===== src/rtl/mem_arbiter.sv =====
// Arbitrates one single-port synchronous memory between instruction fetch and load/store.
// One access outstanding at a time; data wins unless fetch has been starved STARVE_MAX times.
module mem_arbiter #(
   parameter int unsigned ADDR_W     = 32,
   parameter int unsigned DATA_W     = 32,
   parameter int unsigned MEM_LAT    = 1,
   parameter int unsigned STARVE_MAX = 4
) (
   input  logic                clk,
   input  logic                rst,
   input  logic                if_req_i,
   input  logic [ADDR_W-1:0]   if_addr_i,
   output logic                if_gnt_o,
   output logic                if_rvalid_o,
   output logic [DATA_W-1:0]   if_rdata_o,
   input  logic                d_req_i,
   input  logic                d_we_i,
   input  logic [DATA_W/8-1:0] d_be_i,
   input  logic [ADDR_W-1:0]   d_addr_i,
   input  logic [DATA_W-1:0]   d_wdata_i,
   output logic                d_gnt_o,
   output logic                d_rvalid_o,
   output logic [DATA_W-1:0]   d_rdata_o,
   output logic                mem_en_o,
   output logic                mem_we_o,
   output logic [DATA_W/8-1:0] mem_be_o,
   output logic [ADDR_W-1:0]   mem_addr_o,
   output logic [DATA_W-1:0]   mem_wdata_o,
   input  logic [DATA_W-1:0]   mem_rdata_i,
   output logic                busy_o
);

   localparam int unsigned SC_W = $clog2(STARVE_MAX + 1);
   localparam logic [2:0] LatMax = 3'(MEM_LAT);
   localparam logic [SC_W-1:0] StarveMax = SC_W'(STARVE_MAX);

   typedef enum logic {StIdle, StBusy} state_e;
   typedef enum logic {OwnFetch, OwnData} owner_e;

   state_e          state_q, state_d;
   owner_e          owner_q, owner_d;
   logic            store_q, store_d;
   logic [2:0]      lat_cnt_q, lat_cnt_d;
   logic [SC_W-1:0] starve_cnt_q, starve_cnt_d;

   logic resp;
   logic eligible;
   logic starved;
   logic data_win;
   logic fetch_win;

   always_comb begin
      resp      = (state_q == StBusy) && (lat_cnt_q == LatMax);
      // rst is also gated here so no grant leaks out combinationally while held in reset
      eligible  = rst && ((state_q == StIdle) || resp);
      starved   = if_req_i && (starve_cnt_q == StarveMax);
      data_win  = eligible && d_req_i && !starved;
      fetch_win = eligible && if_req_i && !data_win;
   end

   always_comb begin
      if_gnt_o    = fetch_win;
      d_gnt_o     = data_win;
      mem_en_o    = data_win || fetch_win;
      mem_we_o    = 1'b0;
      mem_be_o    = '0;
      mem_addr_o  = '0;
      mem_wdata_o = '0;
      if (data_win) begin
         mem_we_o    = d_we_i;
         mem_be_o    = d_be_i;
         mem_addr_o  = d_addr_i;
         mem_wdata_o = d_wdata_i;
      end else if (fetch_win) begin
         mem_be_o    = '1;
         mem_addr_o  = if_addr_i;
      end

      if_rvalid_o = resp && (owner_q == OwnFetch);
      d_rvalid_o  = resp && (owner_q == OwnData);
      if_rdata_o  = if_rvalid_o ? mem_rdata_i : '0;
      d_rdata_o   = (d_rvalid_o && !store_q) ? mem_rdata_i : '0;
      busy_o      = (state_q == StBusy);
   end

   always_comb begin
      state_d      = state_q;
      owner_d      = owner_q;
      store_d      = store_q;
      lat_cnt_d    = lat_cnt_q;
      starve_cnt_d = starve_cnt_q;

      if (data_win || fetch_win) begin
         state_d   = StBusy;
         lat_cnt_d = 3'd1;
         owner_d   = data_win ? OwnData : OwnFetch;
         store_d   = data_win && d_we_i;
      end else if (resp) begin
         state_d   = StIdle;
         lat_cnt_d = 3'd0;
      end else if (state_q == StBusy) begin
         lat_cnt_d = lat_cnt_q + 3'd1;
      end

      if (!if_req_i || fetch_win) begin
         starve_cnt_d = '0;
      end else if (data_win && (starve_cnt_q != StarveMax)) begin
         starve_cnt_d = starve_cnt_q + SC_W'(1);
      end
   end

   always_ff @(posedge clk or negedge rst) begin
      if (!rst) begin
         state_q      <= StIdle;
         owner_q      <= OwnFetch;
         store_q      <= 1'b0;
         lat_cnt_q    <= 3'd0;
         starve_cnt_q <= '0;
      end else begin
         state_q      <= state_d;
         owner_q      <= owner_d;
         store_q      <= store_d;
         lat_cnt_q    <= lat_cnt_d;
         starve_cnt_q <= starve_cnt_d;
      end
   end

endmodule


===== config.mk =====
export PLATFORM = sky130hd
export DESIGN_NAME = mem_arbiter
export DESIGN_NICKNAME = d
export VERILOG_FILES = /design/src/rtl/mem_arbiter.sv
export SDC_FILE = /design/constraint.sdc
export NUM_CORES = 1
export LEC_CHECK = 0
export ABC_AREA = 1
export CAP_MARGIN = 20
export CORE_AREA = 2 2 107 109
export DETAILED_ROUTE_END_ITERATION = 8
export DIE_AREA = 0 0 109 111
export GPL_TIMING_DRIVEN = 0
export PLACE_DENSITY = 0.6
export SETUP_SLACK_MARGIN = 0.2
export SLEW_MARGIN = 10
export SYNTH_ARGS = -nofsm -noshare
export SYNTH_HDL_FRONTEND = slang
export SYNTH_SLANG_ARGS = --single-unit

===== constraint.sdc =====
create_clock -name clk -period 3.4 [get_ports clk]
set_input_delay 0.34 -clock clk [delete_from_list [all_inputs] [get_ports clk]]
set_output_delay 0.34 -clock clk [all_outputs]
set_load 0.005 [all_outputs]

# Word-level counts from Yosys, hierarchy flattened
# Index checks and enable logic that the tools add are counted.
# totals
regBits	9
inputBits	137
output_inout_bits	139
word_cells	50
# op_classes
addsub	2
n_eq_ne	3
mux	16
bitwise_logic	2
n_reduce_logical	22
# op_table
cell	n
32-bit 2-to-1 mux	5
3-bit 2-to-1 mux	5
1-bit logical AND	12
4-bit 2-to-1 mux	2
3-bit by 1-bit adder with 3-bit output (second input constant)	2
1-bit logical NOT	4
1-bit 2-to-1 mux	4
2-bit nonzero test	2
3-bit by 1-bit == test with 1-bit output (second input constant)	1
3-bit == test (second input constant)	1
1-bit logical OR	3
3-bit != test (second input constant)	1
3-bit nonzero test	1
1-bit NOT	2

# Logic depth before layout (Yosys ltp)
# logic_depth
ltp_word	10
depth_mapped	10
ltp_nobuf	10

# Least setup slack after synthesis
# Ideal clock, no wire load.
# synth_timing
path_type	reg-to-output
start	reg starve_cnt_q[0]
end	out mem_addr_o[12]
arrival_ns	1.280
required_time_ns	3.060
path_slack_ns	1.780
stages_incl_launch_ff	10
n_path_buf	1
cell_sequence	dfrtp_1 inv_1 ha_1 nand3_1 nand2_2 nand3_2 clkinv_2 buf_4 nand2_1 nand2_1
# synth_between
elab_chain_len	8
# synth_rtl
item	line	source
start, declared	44	logic [SC_W-1:0] starve_cnt_q, starve_cnt_d;
start signal, assigned	124	starve_cnt_q <= starve_cnt_d;
3-bit == test (*)	56	starved = if_req_i && (starve_cnt_q == StarveMax);
1-bit logical AND (*)	56	
1-bit logical NOT (*)	57	data_win = eligible && d_req_i && !starved;
1-bit logical AND (*)	57	
1-bit logical NOT	58	fetch_win = eligible && if_req_i && !data_win;
1-bit logical AND	58	
32-bit 2-to-1 mux	74	end else if (fetch_win) begin
32-bit 2-to-1 mux (*)	69	if (data_win) begin
end, declared	27	output logic [ADDR_W-1:0] mem_addr_o,
# Every way passes the cells marked *; elsewhere a longest branch is shown, timed or not.

# Worst setup path after layout
# layout_timing
start	in rst
end	out mem_addr_o[16]
# layout_between
elab_chain_len	7
word_cells_on_any_way	8
classes_between	mux (2); reduce/logical (6)
# layout_rtl
item	line	source
start, declared	10	input logic rst,
1-bit logical AND (*)	55	eligible = rst && ((state_q == StIdle) || resp);
1-bit logical AND (2 in series)	57	
1-bit logical NOT	58	
1-bit logical AND	58	
32-bit 2-to-1 mux	74	
32-bit 2-to-1 mux (*)	69	
# Marks and branches as above.

==> results.ini <==
[synthesis]
synthesis.area_sq_mm = 0.00171
synth_mux_area_frac = 0
syn-instance-count = 350
avgSynthCellArea_sq_um = 4.87
synthAdderAreaFrac = 0.0293
synth_nets = 491
synth_xor_area_frac = 0.0103
ys_seq_area_frac = 0.132
synthDistinctLibCells = 22
ys_ff_latch = 9
yosys.area_share.simple = 0.553
yosysWarnings = 0
synth_top_family_by_area = simple AND/OR/NAND/NOR gates
synth_compound_area_frac = 0.0205

[sta]
worst_pin_slew_ns = 0.485
finalClockSkew_ns = 0.00219
finalWorstSetupSlack_ns = 0.515
tns_ns = 0
period_minus_slack_ns = 2.88
relSlewSlack = 0.677
hold_violations = 0
maxSlewViolCount = 0
period_share = 0.848
fmax_mhz = 347
setup_viol = 0
rsz0062_at_grt = false

[setup_path]
critPathKind = in2out
cp-end-kind = output port
cp.arrival_ns = 2.54
crit_path_cell_trace = clkdlybuf4s50_1 > inv_1 > a21oi_2 > nand3_2 > clkinv_2 > buf_4 > nand2_1 > nand2_1 > clkdlybuf4s50_1
slowest_delay_ns = 0.76
r2r_cells = 9
critPathMaxFanout = 11
critPathSlowestCell = clkdlybuf4s50_1
cp.required_ns = 3.06
cp-start-kind = input pin

[clock_network]
path_clk_slew_ns = 0.04
cts_buffer_depth = 2
cts_hold_buf = 0
cts-resized-gates = 0
tritoncts = yes
numCtsBuffers = 3
clock-sinks = 9
insertion_delay_ns = 0.24
cts_setup_buffers = 0
cts-root-buf = clkbuf_16
h-tree-depth = 1

[drt]
wire_per_inst_microns = 11.8
drcViolationCount = 0
drt-total-wl_microns = 9110
ant_nets = 0
vias = 2976
dr.pass1.iters = 4
drt-initial-drc-count = 133
viasPerCell = 3.85

[grt]
grt_use_total = 0.140
grt_pass1_wl_microns = 13500
grt_max_degree = 12
grt.overflow.total = 0
grt_antenna_before_repair = 0
grt_pass1_vias = 2949

[floorplanning]
die_w_microns = 109
ios = 276
die_h_microns = 111
core_sq_mm = 0.0111
initial_core_util = 0.154
dieArea_sq_mm = 0.0121
num_rows = 39

[final_layout]
diodes = 0
drive_gt1_frac = 0.0668
syn2layout_area_growth_pct = 177
fin_util = 0.426
fin_nets = 771
fin_cells = 772

[placed_design]
routabilityCongestion = 0.821
hpwl_microns = 7980
portBuffers = 275
dp_slack_ns = 0.488
dp_cells = 768

[flow_run]
maxCapViolations = 0

[hold_path]
hold_class = in2async

[pwr]
powerDensity_mw_per_mm2 = 368
p_leak_nw = 2.30
ir_worst_vdd_uv = 161

[status]
outcome = finished clean

[registers in the layout, summed over array words and instances (netlist names)]
name,flops
lat_cnt_q,3
starve_cnt_q,3
busy_o,1
owner_q,1
store_q,1
[synth_stat cells (all sizes together)]
cell type	count	area [sq um]
nand3	7	40.0
o22ai	1	6.26
nand2	123	479
o21ai	2	10.0
a21oi	3	18.8
clkinv	1	5.00
nor2	102	418
inv	79	297
dfrtp	9	225
buf	16	133
ha	4	50.1
or2	1	6.26
xor2	2	17.5
[per-stage QoR]
stage                     hold slack [ns]  area [sq um]  total power, mW
final                               0.431          4720             1.74
after global placement              0.514          4640             1.53
after CTS                           0.452          4720             1.77
after detailed placement            0.533          4640             1.54
after global routing                0.473          4720             1.89
after floorplan                    0.0444          1710            0.703
[layout make-up]
cell class	count	area, sq um
buffer	16	133
tap	143	179
inverter	80	302
timing repair buffer	275	2750
clock buffer	4	78.8
sequential	9	225
fill	1151	6360
multi-input combinational	245	1050
[kinds of logic after synthesis]
group,count (synthesis)
compound gates,6
xor+xnor,2
fa+ha+maj,4
buf+inv,96
flops,9
simple gates,233
[path summary, 6_finish.rpt]
kind / to / start / slack (ns)
worst max-delay path: mem_addr_o[16] / rst / 0.52
worst min register to register: starve_cnt_q[1]$_DFFE_PN0P_ / starve_cnt_q[1]$_DFFE_PN0P_ / 0.53
min in group clk: starve_cnt_q[1]$_DFFE_PN0P_ / starve_cnt_q[1]$_DFFE_PN0P_ / 0.53
worst max register to register: lat_cnt_q[2]$_DFFE_PN0P_ / lat_cnt_q[1]$_DFFE_PN0P_ / 1.69
max in group asynchronous: store_q$_DFFE_PN0P_ / rst / 2.65
worst min-delay path: starve_cnt_q[1]$_DFFE_PN0P_ / rst / 0.43
[metal layers]
| metal | share of wire | routed length (microns) | track usage |
|---|---|---|---|
| met3 | 0.10 | 952 | 0.0329 |
| met5 | 0 | 0 | 0 |
| met1 | 0.36 | 3280 | 0.137 |
| met4 | 0.022 | 201 | 0.0470 |
| met2 | 0.51 | 4680 | 0.277 |
[power by group]
group | switching [mW] | leakage [nW] | total [mW] | internal [mW]
combinational | 0.566 | 2.14 | 1.35 | 0.781
clock | 0.0518 | 0.0382 | 0.209 | 0.157
sequential | 0.0368 | 0.116 | 0.181 | 0.144
[critical path: cells and delay by family]
family | cells | cell delay (ns)
AO/OA/AOI/OAI | 1 | 0.17
AND/OR/NAND/NOR | 3 | 0.32
buffers and inverters | 5 | 1.69
[cells in the final DEF, fill, tap and decap left out, types with 2 or more instances in the layout]
master / netlist / final
a21oi_1: 2 / 2
buf_2: 7 / 7
buf_6: 8 / 8
clkbuf_16: 0 / 3
clkdlybuf4s50_1: 0 / 275
dfrtp_1: 9 / 9
ha_1: 4 / 4
inv_1: 73 / 73
inv_2: 6 / 6
nand2_1: 118 / 118
nand2_2: 4 / 4
nand3_1: 6 / 6
nor2_1: 94 / 94
nor2_2: 5 / 5
nor2_4: 3 / 3
o21ai_0: 2 / 2
xor2_1: 2 / 2
Power figures use the tool's default switching activity.
==> variant, RTL diff (same settings) <==
The parameter `STARVE_MAX` goes from 4 to 2.
--- a/src/rtl/mem_arbiter.sv
+++ b/src/rtl/mem_arbiter.sv
@@ -5,5 +5,5 @@
    parameter int unsigned DATA_W     = 32,
    parameter int unsigned MEM_LAT    = 1,
-   parameter int unsigned STARVE_MAX = 4
+   parameter int unsigned STARVE_MAX = 2
 ) (
    input  logic                clk,
Behaviour: not the same (Yosys sat finds a counterexample within 4 cycles, from zero or initial values and one cycle with rst low).
==> variant against the original RTL <==
Clock skew is 0.0013 ns lower. First-iteration DRC count is 43% lower. Final area is 2.0% lower. Synthesized area down 5.4%. Combinational power grew 6%. Power up 3.0%. Synthesized cell count decreased by 3.7%. Sequential cell count fell by 1. Final cell count down 1.8%. Largest cell class unchanged. Core utilization shrank 0.87 points. Routed wire length decreased by 4.8%. Largest power group unchanged. Setup slack better by 0.11 ns.
==> variant: results (changes against the original RTL) <==
Detailed routing
  • Highest Signal Layer: met4
  • Avg WL per Cell: 11.4 µm (-3.0%)
  • Vias per inst: 3.84 (-0.31%)
  • Iteration-0 DRC count of the detailed router: 76 (-43%)
  • DR WL met3: 1120 µm (+18%)
  • Met1 WL: 2950 µm (-10%)
  • Met2 Routed Length: 4560 µm (-2.5%)
  • Number of detailed-route iterations in the first pass: 7 (+3)

Clocking
  • H-tree level count: 1 (unchanged)
  • Post-CTS Setup Repair Bufs: 0 (unchanged)
  • Worst-path clk slew: 0.04 ns (about the same)
  • Root Driver: clkbuf_16
  • Post-CTS Resized: 0 (unchanged)
  • Num CTS Buffers: 3 (unchanged)

Global route
  • Number of global-route vias before repair: 2,791 (-5.4%)
  • Global Route Usage Sum: 13.1% (-0.91 points)
  • Largest net degree at the start of global routing: 13 (+1)
  • Global-route wire length before repair: 12,800 µm (-5.0%)
  • Antenna violations before repair: 0 (unchanged)

Yosys
  • Synth Net Count: 477 (-2.9%)
  • Number of distinct library cells after synthesis: 22 (unchanged)
  • YS warnings: 0 (unchanged)
  • Sequential area share after synthesis: 12.4% (-0.79 points)
  • Synth Flop Type: dfrtp_1
  • Commonest cells in the netlist: nand2_1, nor2_1, inv_1
  • Cells taking the most area after synthesis: nand2_1, nor2_1, inv_1
  • Ys async rst share: 100% (unchanged)

Critical path
  • Crit path largest cell delay: 0.81 ns (+0.05 ns)
  • CP max stage cell: clkdlybuf4s50_1
  • Worst-path fanout max: 12 (+1)
  • Arrival time worst endpoint: 2.43 ns (-0.11 ns)

Final layout
  • Diode count: 0 (unchanged)
  • Share of post-route cells with drive strength above 1: 5.53% (-1.1 points)
  • Final nets: 757 (-1.8%)
  • Fill count: 1,150 (-0.087%)
  • Top flop regs: lat_cnt_q: 3 flops, starve_cnt_q: 2 flops

Place
  • Detailed placer's ending HPWL: 7630 µm (-4.4%)
  • Final RePlAce weighted congestion: 0.806 (-1.8%)
  • DP Worst Slack: 0.534 ns (+0.0460 ns)
  • Port Buffers: 275 (unchanged)

Power
  • Logic pwr share: 79.9% (+2.3 points)
  • Leakage power: 0.00227 µW (-1.2%)
  • NetSw: 671 µW (+2.5%)
  • Max IR drop VDD: 0.191 mV (+18%)

Outcome
  • Outcome: finished, final reports clean

STA
  • Worst Tran Pin Value: 0.538 ns (+0.0537 ns)
  • Final Skew: 0.000935 ns (-0.00125 ns)
[variant: cell types whose count changed after synthesis, sizes merged, moves of 2 or more]
cell   delta
a21oi     -2
inv       -2
nand2     -3
nand3     -4
nand4     +3
nor2      -5
o21ai     +2
[variant: metal layers]
metal  vias to the layer above  track usage, %
met2                       154            26.8
met1                      1261            12.1
met5                         -               0
met3                         4            4.59
met4                         0            2.05
li1                       1494               -
[variant: metrics by stage]
stage	power [µW]	cells	instance area [µm²]
final	1790	758	4620
after global placement	1590	755	4540
after detailed placement	1610	755	4540
after CTS	1820	758	4620
after floorplan	709	337	1610
after global routing	1950	758	4620
[variant: critical path: cells and delay by family]
kind	cells	cell delay (ns)
buf+inv	4	1.69
simple gates	3	0.41
[variant: kinds of logic after synthesis]
kind of cell             synth area share [%]
buffers and inverters                    26.9
XOR/XNOR                                0.543
adder cells (fa/ha/maj)                  2.33
flip-flops                               12.4
AND/OR/NAND/NOR                          56.2
AO/OA/AOI/OAI                            1.55
[variant: final timing paths]
path | slack, ns | startpoint | depth (start not counted) | end
max in group asynchronous | 2.58 | rst | 1 | busy_o
min in group clk | 0.52 | starve_cnt_q[1] | 2 | starve_cnt_q[1]
hold reg to reg | 0.52 | starve_cnt_q[1] | 2 | starve_cnt_q[1]
setup / recovery | 0.63 | rst | 7 | mem_addr_o[10]
setup reg to reg | 1.94 | lat_cnt_q[0] | 8 | busy_o
hold / removal | 0.46 | rst | 1 | starve_cnt_q[1]
[variant: power by group through the flow]
stage	Combinational (µW)	Sequential [µW]	Clock, µW
final	1430	162	198
after CTS	1450	163	200
after floorplan	551	158	0
after global placement	1430	160	0
after detailed placement	1450	164	0
after global routing	1570	167	205
[variant: layout make-up]
| type | count | share of cell area, % |
|---|---|---|
| Timing Repair Buffer | 275 | 59.6 |
| Multi-Input combinational cell | 235 | 21.2 |
| Inverter | 77 | 6.26 |
| Sequential cell | 8 | 4.33 |
| Tap cell | 143 | 3.87 |
| Buffer | 17 | 3.14 |
| Clock buffer | 3 | 1.63 |
